<file path="config.mk">
export PLATFORM = sky130hd
export DESIGN_NAME = bytes_to_packets_flat
export DESIGN_NICKNAME = d
export VERILOG_FILES = /design/src/rtl/bytes_to_packets_if.sv /design/src/rtl/bytes_to_packets.sv /design/src/flat_wrapper.sv
export SDC_FILE = /design/constraint.sdc
export NUM_CORES = 1
export LEC_CHECK = 0
export ABC_AREA = 0
export CAP_MARGIN = 30
export CORE_MARGIN = 4
export CORE_UTILIZATION = 40
export DETAILED_ROUTE_END_ITERATION = 16
export GPL_ROUTABILITY_DRIVEN = 0
export HOLD_SLACK_MARGIN = 0.15
export PLACE_DENSITY = 0.64
export SYNTH_ARGS = -nofsm -noshare
export SYNTH_HDL_FRONTEND = slang
export SYNTH_SLANG_ARGS = --single-unit
</file>
<file path="constraint.sdc">
create_clock -name clock_clk -period 5.39 [get_ports clock_clk]
set_input_delay 0.539 -clock clock_clk [delete_from_list [all_inputs] [get_ports clock_clk]]
set_output_delay 0.539 -clock clock_clk [all_outputs]
set_load 0.03 [all_outputs]
</file>
<file path="src/rtl/bytes_to_packets_if.sv">
// bytes_to_packets_if: byte-in / symbol-out streaming bundle for bytes_to_packets.
// The slave modport is the packer's view of the bus; master is the surrounding logic.
interface bytes_to_packets_if #(
   parameter int BITS_PER_BYTE    = 8,
   parameter int BYTES_PER_SYMBOL = 8
);
   logic [BITS_PER_BYTE-1:0]                  asi_in0_data;
   logic                                      asi_in0_valid;
   logic                                      asi_in0_ready;
   logic [BYTES_PER_SYMBOL*BITS_PER_BYTE-1:0] aso_out0_data;
   logic                                      aso_out0_valid;
   logic                                      aso_out0_ready;
   logic                                      aso_out0_startofpacket;
   logic                                      aso_out0_endofpacket;

   modport slave (
      input  asi_in0_data,
      input  asi_in0_valid,
      output asi_in0_ready,
      output aso_out0_data,
      output aso_out0_valid,
      input  aso_out0_ready,
      output aso_out0_startofpacket,
      output aso_out0_endofpacket
   );

   modport master (
      output asi_in0_data,
      output asi_in0_valid,
      input  asi_in0_ready,
      input  aso_out0_data,
      input  aso_out0_valid,
      output aso_out0_ready,
      input  aso_out0_startofpacket,
      input  aso_out0_endofpacket
   );
endinterface

</file>
<file path="src/rtl/bytes_to_packets.sv">
// bytes_to_packets: packs BYTES_PER_SYMBOL bytes (first byte in the MS lane) into
// one output symbol and frames symbols into packets of cfg_symbols symbols
// (0 treated as 1) with SOP/EOP. One-deep output register, ready latency 0.
// Optional macro B2P_PKTCNT_EN adds a 16-bit wrapping stat_packets counter of
// EOP handshakes.
module bytes_to_packets #(
   parameter int BITS_PER_BYTE    = 8,
   parameter int BYTES_PER_SYMBOL = 8,
   parameter int LEN_W            = 13
) (
   input  logic             clock_clk,
   input  logic             reset_reset,
   input  logic [LEN_W-1:0] cfg_symbols,
   bytes_to_packets_if.slave st
`ifdef B2P_PKTCNT_EN
   ,
   output logic [15:0]      stat_packets
`endif
);

   localparam int SYM_W = BITS_PER_BYTE * BYTES_PER_SYMBOL;
   localparam int CNT_W = (BYTES_PER_SYMBOL > 1) ? $clog2(BYTES_PER_SYMBOL) : 1;
   localparam logic [CNT_W-1:0] LAST_IDX = CNT_W'(BYTES_PER_SYMBOL - 1);

   typedef enum logic {
      IDLE,
      ACTIVE
   } pkt_state_t;

   pkt_state_t       state_q, state_d;
   logic [CNT_W-1:0] byte_cnt_q;
   logic [SYM_W-1:0] acc_q;
   logic [SYM_W-1:0] sym_next;
   logic [LEN_W-1:0] len_q, len_d;
   logic [LEN_W-1:0] sym_cnt_q, sym_cnt_d;
   logic [LEN_W-1:0] cfg_len;
   logic [LEN_W-1:0] eff_len;
   logic             sym_sop, sym_eop;

   logic [SYM_W-1:0] out_data_q;
   logic             out_valid_q;
   logic             out_sop_q;
   logic             out_eop_q;

   logic             in_ready;
   logic             accept;
   logic             last_byte;
   logic             out_stall;
   logic             out_xfer;

   // Zero-length request is framed as a single-symbol packet.
   assign cfg_len   = (cfg_symbols == '0) ? LEN_W'(1) : cfg_symbols;

   // Only the symbol-completing byte needs a free output register; earlier bytes
   // land in the accumulator and can always be taken.
   assign out_stall = out_valid_q & ~st.aso_out0_ready;
   assign in_ready  = ~((byte_cnt_q == LAST_IDX) & out_stall);
   assign accept    = st.asi_in0_valid & in_ready;
   assign last_byte = accept & (byte_cnt_q == LAST_IDX);
   assign out_xfer  = out_valid_q & st.aso_out0_ready;

   // Lane g takes the incoming byte when it is the g-th byte of the symbol,
   // otherwise keeps what the accumulator already holds.
   for (genvar g = 0; g < BYTES_PER_SYMBOL; g++) begin : g_lane
      assign sym_next[(BYTES_PER_SYMBOL-g)*BITS_PER_BYTE-1 -: BITS_PER_BYTE] =
         (byte_cnt_q == CNT_W'(g)) ? st.asi_in0_data
                                   : acc_q[(BYTES_PER_SYMBOL-g)*BITS_PER_BYTE-1 -: BITS_PER_BYTE];
   end

   // Packet state register with latched length and per-packet symbol counter.
   always_ff @(posedge clock_clk or posedge reset_reset) begin
      if (reset_reset) begin
         state_q   <= IDLE;
         len_q     <= '0;
         sym_cnt_q <= '0;
      end else begin
         state_q   <= state_d;
         len_q     <= len_d;
         sym_cnt_q <= sym_cnt_d;
      end
   end

   // Packet framing: open on first accepted byte, close on the symbol whose
   // 1-based index equals the length. In IDLE the live cfg value is used so a
   // packet that opens and completes a symbol on the same edge frames correctly.
   always_comb begin
      state_d   = state_q;
      len_d     = len_q;
      sym_cnt_d = sym_cnt_q;
      eff_len   = (state_q == IDLE) ? cfg_len : len_q;
      sym_sop   = (sym_cnt_q == '0);
      sym_eop   = (sym_cnt_q == (eff_len - LEN_W'(1)));

      case (state_q)
         IDLE: begin
            if (accept) begin
               len_d   = cfg_len;
               state_d = ACTIVE;
            end
         end
         ACTIVE: begin
            state_d = ACTIVE;
         end
         default: begin
            state_d = IDLE;
         end
      endcase

      if (last_byte) begin
         if (sym_eop) begin
            state_d   = IDLE;
            sym_cnt_d = '0;
         end else begin
            sym_cnt_d = sym_cnt_q + LEN_W'(1);
         end
      end
   end

   // Byte counter and partial-symbol accumulator.
   always_ff @(posedge clock_clk or posedge reset_reset) begin
      if (reset_reset) begin
         byte_cnt_q <= '0;
         acc_q      <= '0;
      end else if (accept) begin
         byte_cnt_q <= (byte_cnt_q == LAST_IDX) ? '0 : byte_cnt_q + CNT_W'(1);
         acc_q      <= sym_next;
      end
   end

   // Output register: load on last byte (also covers the same-edge handshake,
   // giving full throughput), clear valid/SOP/EOP on a plain handshake, hold otherwise.
   always_ff @(posedge clock_clk or posedge reset_reset) begin
      if (reset_reset) begin
         out_data_q  <= '0;
         out_valid_q <= 1'b0;
         out_sop_q   <= 1'b0;
         out_eop_q   <= 1'b0;
      end else if (last_byte) begin
         out_data_q  <= sym_next;
         out_valid_q <= 1'b1;
         out_sop_q   <= sym_sop;
         out_eop_q   <= sym_eop;
      end else if (out_xfer) begin
         out_valid_q <= 1'b0;
         out_sop_q   <= 1'b0;
         out_eop_q   <= 1'b0;
      end
   end

   assign st.asi_in0_ready          = in_ready;
   assign st.aso_out0_data          = out_data_q;
   assign st.aso_out0_valid         = out_valid_q;
   assign st.aso_out0_startofpacket = out_sop_q;
   assign st.aso_out0_endofpacket   = out_eop_q;

`ifdef B2P_PKTCNT_EN
   logic [15:0] pkt_cnt_q;

   // Count completed packets as they leave (EOP handshakes), wrapping at 16 bits.
   always_ff @(posedge clock_clk or posedge reset_reset) begin
      if (reset_reset) begin
         pkt_cnt_q <= '0;
      end else if (out_xfer && out_eop_q) begin
         pkt_cnt_q <= pkt_cnt_q + 16'd1;
      end
   end

   assign stat_packets = pkt_cnt_q;
`endif

endmodule

</file>
<file path="src/flat_wrapper.sv">
// flat-port wrapper written by rule: the top's interface ports become plain ports
module bytes_to_packets_flat 
#(
   parameter int BITS_PER_BYTE    = 8,
   parameter int BYTES_PER_SYMBOL = 8,
   parameter int LEN_W            = 13
)
  (clock_clk, reset_reset, cfg_symbols, st_asi_in0_data, st_asi_in0_valid, st_asi_in0_ready, st_aso_out0_data, st_aso_out0_valid, st_aso_out0_ready, st_aso_out0_startofpacket, st_aso_out0_endofpacket);
  bytes_to_packets_if #(.BITS_PER_BYTE(BITS_PER_BYTE), .BYTES_PER_SYMBOL(BYTES_PER_SYMBOL)) st_i ();
  input  logic clock_clk;
  input  logic reset_reset;
  input  logic [LEN_W-1:0] cfg_symbols;
  input wire logic [$bits(st_i.asi_in0_data)-1:0] st_asi_in0_data;
  input wire logic [$bits(st_i.asi_in0_valid)-1:0] st_asi_in0_valid;
  output wire logic [$bits(st_i.asi_in0_ready)-1:0] st_asi_in0_ready;
  output wire logic [$bits(st_i.aso_out0_data)-1:0] st_aso_out0_data;
  output wire logic [$bits(st_i.aso_out0_valid)-1:0] st_aso_out0_valid;
  input wire logic [$bits(st_i.aso_out0_ready)-1:0] st_aso_out0_ready;
  output wire logic [$bits(st_i.aso_out0_startofpacket)-1:0] st_aso_out0_startofpacket;
  output wire logic [$bits(st_i.aso_out0_endofpacket)-1:0] st_aso_out0_endofpacket;
  assign st_i.asi_in0_data = st_asi_in0_data;
  assign st_i.asi_in0_valid = st_asi_in0_valid;
  assign st_asi_in0_ready = st_i.asi_in0_ready;
  assign st_aso_out0_data = st_i.aso_out0_data;
  assign st_aso_out0_valid = st_i.aso_out0_valid;
  assign st_i.aso_out0_ready = st_aso_out0_ready;
  assign st_aso_out0_startofpacket = st_i.aso_out0_startofpacket;
  assign st_aso_out0_endofpacket = st_i.aso_out0_endofpacket;
  bytes_to_packets #(.BITS_PER_BYTE(BITS_PER_BYTE), .BYTES_PER_SYMBOL(BYTES_PER_SYMBOL), .LEN_W(LEN_W)) u_core (.clock_clk(clock_clk), .reset_reset(reset_reset), .cfg_symbols(cfg_symbols), .st(st_i));
endmodule
</file>
==> results.json <==
{
  "swShare_pct": 36.88,
  "grt_pass1_wl_um": 27800,
  "die_y_um": 142.9,
  "r2r-start": "u_core.byte_cnt_q[0]",
  "skew_ns": 0.007889,
  "cp-start-kind": "flip-flop",
  "vias": 4979,
  "cts_tree": "built",
  "post-dp-hpwl_um": 11580,
  "gr-total-overflow": 0,
  "clkPwrFrac_pct": 22.5,
  "numCtsBuffers": 17,
  "p_comb_share_pct": 40.4,
  "htree_num_levels": 4,
  "finalSetupViolations": 0,
  "hold_path_class": "in2async",
  "netSwitchingPower_mw": 1.959,
  "postCtsSetupRepairBufs": 0,
  "power.internal_mw": 3.354,
  "synth.distinct_cells": 50,
  "p_leak_nw": 3.968,
  "vias_per_cell": 5.203,
  "fmax_mhz": 283.9,
  "drc": 0,
  "crit_fanout": 19,
  "wl_per_cell_um": 17.64,
  "ios": 93,
  "core-area_um2": 17900,
  "grt_antenna_before_repair": 0,
  "dr.first_iter.drc_count": 189,
  "synthesis.nets": 670,
  "post_cts_resized": 0,
  "worstMarginPinSlew_ns": 0.9818,
  "die_area_um2": 20410,
  "p_per_area_nw_per_um2": 590.6,
  "insertion_delay_ns": 0.43,
  "cts_root_buf": "clkbuf_16",
  "critPathTopFamily": "simple AND/OR/NAND/NOR gates",
  "rsz0062_at_grt": "false",
  "drv_slew": 0,
  "io_buffers": 92,
  "period_minus_slack_ns": 3.522,
  "ys.warnings.count": 0,
  "syn_area_um2": 7276,
  "rr_worst_depth": 9,
  "required_ns": 5.69,
  "ys_seq_area_share_pct": 52.62,
  "grt_pass1_vias": 5252,
  "synth-edff-count": 0,
  "crit_type": "reg2reg",
  "finalSetupTns_ns": 0,
  "max_stage_delay_ns": 0.79,
  "max-slew-margin-rel_pct": 34.41,
  "synth_area_per_cell_um2": 11.44,
  "areaGrowthSynthToFinish_pct": 23.65,
  "reg2reg_slack_ns": 1.87,
  "finalCritPeriodShare_pct": 65.35,
  "grt_max_degree": 109,
  "critPathCaptureType": "flip-flop",
  "dr.pass1.iters": 4,
  "outcome": "completed",
  "crit_buf_inv": 0,
  "fillerInstances": 1568,
  "rows": 49,
  "cp_cell_sequence": "ha_1 > ha_1 > nand3b_1 > and2_1 > nand2_1 > nor4_1 > nand3_1 > xor2_1 > nor2_1",
  "final_layout_size_suffix_gt1_share_pct": 17.17,
  "die_width_um": 142.9,
  "share_seq_of_total_power_pct": 37.1,
  "syn_inst": 636,
  "async_flop_share_pct": 100.0,
  "ant_nets": 0,
  "regToRegEndpoint": "u_core.sym_cnt_q[8]",
  "maxCapViolations": 0,
  "nNetsFinal": 749,
  "critPathArrivalTime_ns": 3.82,
  "start_util_pct": 40.64,
  "final_hold_viol_count": 0,
  "synthFlopType": "dfrtp_1",
  "antenna_cells": 0,
  "clkTransAtPathRegs_ns": 0.06,
  "cts_hold_buf": 0,
  "ys_seq_elements": 153,
  "irDropWorstVdd_mv": 0.3181,
  "crit_slowest_cell": "nor4_1",
  "grtUsageTotal_pct": 17.30,
  "cts_sinks": 153,
  "postRouteWirelength_um": 16890,
  "crit_top_cell": "ha_1",
  "power_mw": 5.313,
  "clockBufferDepth": 2
}
[area by class of cell]
type	count	area, um^2	area share (%)
flip-flops and latches	153	3829	42.56
clock buffers	21	480.5	5.341
clock inverters	11	118.9	1.321
repair buffers	97	978.4	10.88
multi-input cells	436	3261	36.24
inverters	10	42.54	0.4729
well taps	229	286.5	3.185
[state kept, by name, indices dropped and copies added (netlist names)]
signal / cells
u_core.acc_q: 56
u_core.sym_cnt_q: 13
u_core.st.aso_out0_valid: 1
u_core.st.aso_out0_startofpacket: 1
u_core.st.aso_out0_endofpacket: 1
u_core.byte_cnt_q: 3
u_core.len_q: 13
u_core.st.aso_out0_data: 64
u_core.state_q: 1
[routing by layer]
metal	part of all wire, %	track usage [%]	up-vias
li1	-	-	2370
met2	48	28.12	99
met3	4.4	4.320	17
met5	0	0	-
met4	1.2	4.702	0
met1	46	23.23	2493
[Yosys cell counts (2+ instances only)]
library cell / count / share of area [%]
and2_1: 2 / 0.17
clkbuf_1: 32 / 1.7
ha_1: 9 / 1.5
xnor2_1: 17 / 2.0
nand3b_1: 2 / 0.21
nor4b_2: 3 / 0.62
nor4_1: 4 / 0.34
and3_1: 3 / 0.26
a21oi_1: 59 / 4.1
nand4_1: 2 / 0.17
dfrtp_1: 153 / 53
inv_1: 10 / 0.52
xor2_1: 10 / 1.2
nor3_1: 9 / 0.62
nand2b_1: 2 / 0.17
nor2_1: 72 / 3.7
nor4b_1: 2 / 0.24
o21ai_0: 12 / 0.83
nor4_4: 2 / 0.58
nor2b_1: 7 / 0.60
nor4_2: 3 / 0.52
buf_1: 2 / 0.10
nand2_1: 41 / 2.1
o21ai_1: 2 / 0.14
nand3_1: 13 / 0.89
o2bb2ai_1: 2 / 0.24
nor3b_1: 3 / 0.31
buf_4: 2 / 0.21
mux2_2: 68 / 11
mux2i_1: 68 / 9.4
[how the worst max path moves through the flow]
stage               slack [ns]  cells past startpoint              endpoint                  from
finish                    1.87                      9   u_core.sym_cnt_q[8]  u_core.byte_cnt_q[0]
global route              1.53                      9  u_core.sym_cnt_q[10]  u_core.byte_cnt_q[0]
CTS                       1.86                      9   u_core.sym_cnt_q[8]  u_core.byte_cnt_q[0]
detailed placement        1.61                      8  u_core.sym_cnt_q[10]     st_aso_out0_ready
global placement          1.71                      8  u_core.sym_cnt_q[12]     st_aso_out0_ready
floorplan                 0.73                      1      u_core.acc_q[10]           reset_reset
[stage by stage]
step | instances | utilization, % | setup slack, ns | instance area (um^2) | hold WS (ns)
5_1_grt | 957 | 50.25 | 1.530 | 8996 | 0.5038
4_1_cts | 956 | 50.10 | 1.858 | 8969 | 0.4918
2_1_floorplan | 636 | - | 0.7296 | 7276 | 0.4787
3_5_place_dp | 924 | 46.75 | 1.605 | 8369 | 0.4766
3_3_place_gp | 923 | 46.71 | 1.711 | 8362 | 0.4754
6_report | 957 | 50.25 | 1.868 | 8996 | 0.4749
[power groups by stage]
stage | clock [mW] | sequential, mW | combinational (mW)
after global placement | 0 | 1.96 | 2.11
final | 1.19 | 1.97 | 2.15
after detailed placement | 0 | 1.99 | 2.16
after floorplan | 0 | 2.39 | 0.938
after CTS | 1.22 | 1.97 | 2.18
after global routing | 1.27 | 2.04 | 2.32
[cells by family after synthesis]
logic type      synth area share, %
simple gates                  12.79
flops                         52.62
mux                           20.07
compound gates                7.085
buf+inv                       2.631
xor+xnor                      3.250
fa+ha+maj                     1.548
[cells in the final DEF (no fill, tap or decap), types with 5 or more instances in the layout]
cell	count
mux2i_1	68
o21ai_0	12
clkinv_2	5
nor3_1	9
inv_1	9
nor2b_1	7
dfrtp_1	153
mux2_2	68
clkbuf_16	17
nor2_1	72
a21oi_1	59
xor2_1	10
ha_1	9
xnor2_1	17
clkdlybuf4s50_1	92
nand3_1	13
nand2_1	41
(Power assumes the default switching activity.)
